$ cat src/rtl/stat_accumulator.sv
// stat_accumulator: streams n x/y sample pairs from memory and accumulates sum_x, sum_y, sum_xx, sum_xy.
// Ports: clk/rst (sync, active-low) | start, n_samples -> rd_addr, rd_en -> memories | inx, iny <- memories (1-cycle latency) | busy, done, sum_* results.
module stat_accumulator #(
  parameter int DW    = 20,
  parameter int DEPTH = 150,
  parameter int AW    = 8,
  parameter int GW    = 8
) (
  input  logic                       clk,
  input  logic                       rst,
  input  logic                       start,
  input  logic [AW-1:0]              n_samples,
  output logic [AW-1:0]              rd_addr,
  output logic                       rd_en,
  input  logic [DW-1:0]              inx,
  input  logic [DW-1:0]              iny,
  output logic                       busy,
  output logic                       done,
  output logic signed [DW+GW-1:0]    sum_x,
  output logic signed [DW+GW-1:0]    sum_y,
  output logic signed [2*DW+GW-1:0]  sum_xx,
  output logic signed [2*DW+GW-1:0]  sum_xy
);
  typedef enum logic [1:0] {IDLE, RUN, DRAIN, DONE} state_t;
  state_t state;
  logic [AW-1:0] n;
  logic vld;
  logic [AW-1:0] n_clamp;
  logic signed [DW-1:0] xs, ys;
  logic signed [2*DW-1:0] pxx, pxy;
  assign n_clamp = n_samples > AW'(DEPTH) ? AW'(DEPTH) : n_samples;
  assign xs = inx;
  assign ys = iny;
  assign pxx = (2*DW)'(xs) * (2*DW)'(xs);
  assign pxy = (2*DW)'(xs) * (2*DW)'(ys);
  assign busy = state == RUN || state == DRAIN;
  always_ff @(posedge clk) begin
    if (!rst) begin
      state   <= IDLE;
      n       <= '0;
      rd_addr <= '0;
      rd_en   <= 1'b0;
      vld     <= 1'b0;
      done    <= 1'b0;
      sum_x   <= '0;
      sum_y   <= '0;
      sum_xx  <= '0;
      sum_xy  <= '0;
    end else begin
      vld  <= rd_en;
      done <= 1'b0;
      if (vld) begin
        sum_x  <= sum_x + (DW+GW)'(xs);
        sum_y  <= sum_y + (DW+GW)'(ys);
        sum_xx <= sum_xx + (2*DW+GW)'(pxx);
        sum_xy <= sum_xy + (2*DW+GW)'(pxy);
      end
      case (state)
        IDLE: if (start) begin
          n       <= n_clamp;
          rd_addr <= '0;
          sum_x   <= '0;
          sum_y   <= '0;
          sum_xx  <= '0;
          sum_xy  <= '0;
          rd_en   <= n_clamp != '0;
          done    <= n_clamp == '0;
          state   <= n_clamp == '0 ? DONE : RUN;
        end
        RUN: if (rd_addr == n - AW'(1)) begin
          rd_en <= 1'b0;
          state <= DRAIN;
        end else begin
          rd_addr <= rd_addr + AW'(1);
        end
        DRAIN: begin
          done  <= 1'b1;
          state <= DONE;
        end
        default: state <= IDLE;
      endcase
    end
  end
endmodule

$ cat config.mk
export PLATFORM = sky130hd
export DESIGN_NAME = stat_accumulator
export DESIGN_NICKNAME = d
export VERILOG_FILES = /design/src/rtl/stat_accumulator.sv
export SDC_FILE = /design/constraint.sdc
export NUM_CORES = 2
export LEC_CHECK = 0
export CAP_MARGIN = 20
export CORE_MARGIN = 3
export CORE_UTILIZATION = 53
export CTS_CLUSTER_DIAMETER = 120
export DETAILED_ROUTE_END_ITERATION = 10
export PLACE_DENSITY = 0.84
export SKIP_CTS_REPAIR_TIMING = 1
export SLEW_MARGIN = 30
export SYNTH_ARGS = -nofsm -noshare
export SYNTH_HDL_FRONTEND = slang
export SYNTH_SLANG_ARGS = --single-unit
$ cat constraint.sdc
create_clock -name clk -period 9.8 [get_ports clk]
set_input_delay 2.94 -clock clk [delete_from_list [all_inputs] [get_ports clk]]
set_output_delay 2.94 -clock clk [all_outputs]
set_load 0.05 [all_outputs]
==> flow_summary.toml <==
[status]
outcome = "finished clean"

[clock_network]
cts.clk_slew.worst_paths_ns = 0.10
cts_buffers = 17
ctsHtreeMaxLevel = 4
clk_path_buf_depth = 2
clk-insertion-delay-late_ns = 0.54
clock-sinks = 173
cts_root_buf = "clkbuf_16"
cts_tree = "yes"

[floorplan]
rows = 106
ioPinCount = 214
initial_core_util = 0.538
dieArea_mm2 = 0.0890
die_height_um = 298
design.core.area_mm2 = 0.0841
die_width_um = 298

[critical_path]
crit_buf_inv = 9
critPathLaunch = "inx[6]"
slowest_delay_ns = 0.55
slowest_stage = "fa_1"
reg2reg_from = "sum_xy[17]$_SDFF_PN0_"
worstSetupPathType = "input pin to flip-flop"
required_ns = 10.23
crit_path_end_kind = "flip-flop"
cp-start-kind = "input pin"
crit_path_frequent_cell = "fa_1"
crit_arrival_ns = 10.12
critPathMaxFanout = 11
cpLargestDelayFamily = "adder cells"

[sta]
maxSlewViolCount = 0
final_hold_viol_count = 0
final-setup-viol-count = 0
fin_crit_sh = 0.989
skew_ns = 0.0248
rsz0062_at_grt = "true"
worstMarginPinSlew_ns = 0.890
slew_headroom = 0.407
period_needed_ns = 9.69
hold-worst-slack_ns = 0.482
max_freq_mhz = 103

[yosys]
synth-edff-count = 0
synthArstFlopShare = 0
avgSynthCellArea_um2 = 8.92
syn_area_mm2 = 0.0453
synth.net_count = 6497
synthTopCellsByCount = "inv_1 (1452), fa_1 (1003), nand2_1 (467)"
synth.area.top_cells = "fa_1 (44%), inv_1 (12%), ha_1 (10%), dfxtp_1 (7.6%), nand2_1 (3.9%)"
ys.flop_type = "dfxtp_1"
ys_types = 85
synth_seq_cells = 173
synth_most_common_cell = "inv_1"
synth_top_area_frac = 0.443
yosys.area.top_type = "fa_1"
netlist_instances = 5074
ys_warn_count = 0
synth-seq-area-share = 0.0765

[detailed_routing]
wl_per_cell_um = 18.1
drtIter0Drc = 2274
vias = 36300
wirelength_um = 123000
ant_nets = 0
dr.pass1.iters = 5
drc = 0
viasPerCell = 5.33

[worst_hold_path]
hold_start = "sum_xy[32]$_SDFF_PN0_"
worstHoldPathType = "flip-flop to flip-flop"

[global_routing]
grt_max_degree = 60
grtUsageTotal = 0.284
grt_pass1_wl_um = 200000
overflow = 0
antenna_found_initial = 2
grt_pass1_vias = 39900

[place]
io_buffers = 213
gp_congestion = 0.938
dp_hpwl_um = 103000
placed_cell_area_mm2 = 0.0526

[cells_and_area]
drive_gt1_frac = 0.117
area_growth_pct = 18.4
nNetsFinal = 7076
design_area_mm2 = 0.0536

[run]
drv_cap = 0
==> sequential cells by signal, indices dropped and copies added, names as in the netlist <==
signal,flops
sum_y,28
sum_xx,48
rd_addr,8
sum_x,28
rd_en,1
sum_xy,48
done,1
n,8
state,2
vld,1
==> kinds of logic after synthesis <==
family / after synthesis / synth area share
AOI/OAI and AO/OA: 529 / 0.0763
xor gates and xnor gates: 166 / 0.0321
adders and majority gates: 1372 / 0.545
buffers and inverters: 1637 / 0.137
DFF: 173 / 0.0765
muxes: 75 / 0.0166
and+or+nand+nor: 1122 / 0.116
==> stage by stage <==
step / instances / util / TNS (ns) / worst slack (ns)
detailed placement: 6764 / 0.626 / -16.08 / -0.726
CTS: 6796 / 0.633 / -0.852 / -0.184
global placement: 6764 / 0.626 / -11.06 / -0.552
floorplan: 5074 / - / -0.0176 / -0.0176
global route: 6800 / 0.637 / -0.511 / -0.111
finish: 6801 / 0.637 / 0 / 0.110
==> worst register-to-register path: cells and delay by family, from the launching register on <==
kind | cells | cell delay, ns
compound gates | 8 | 1.57
fa+ha+maj | 8 | 3.61
flops | 1 | 0.38
simple gates | 1 | 0.21
buf+inv | 8 | 0.67
xor+xnor | 1 | 0.20
==> per-layer routing <==
layer,up-vias,track usage,wire [um]
li1,16200,-,-
met1,18300,0.328,44400
met5,-,0,13
met4,2,0.128,5840
met2,1402,0.499,62400
met3,406,0.0703,10400
==> cell type report <==
class	instances	area [um2]
repair buffers	744	6690
clock buffers	18	439
multi-input cells	3264	35900
fillers	6383	30500
well taps	1134	1420
diodes	1	2.50
clock inverters	14	189
inverters	1453	5460
flip-flops and latches	173	3470
==> worst paths after layout <==
path,end,slack (ns),cells after the start
worst max-delay path,sum_xy[36]$_SDFF_PN0_,0.11,28
worst min-delay path,sum_xy[32]$_SDFF_PN0_,0.48,2
worst max register to register,sum_xy[36]$_SDFF_PN0_,3.06,26
worst min register to register,sum_xy[32]$_SDFF_PN0_,0.48,2
==> cell usage in the layout (no fill, tap or decap), types with 12 or more instances in the layout <==
master,count
xor2_1,65
nor3_1,24
a31oi_1,16
nand3_1,27
and2_1,244
clkbuf_16,17
a21o_1,76
nor2b_1,38
fa_1,995
o21a_1,19
o21ai_0,99
and3_1,12
ha_1,366
nand2_1,464
clkdlybuf4s50_1,208
mux2i_1,73
nor2_1,222
a211oi_1,20
nand4_1,19
o21bai_1,22
a21oi_1,141
nand2b_1,19
buf_4,481
buf_12,47
inv_1,1448
xnor2_1,101
dfxtp_1,172
Power is left out: the tool's default activity adds up to more than one toggle a clock period on the data nets, which glitch-free logic cannot reach.
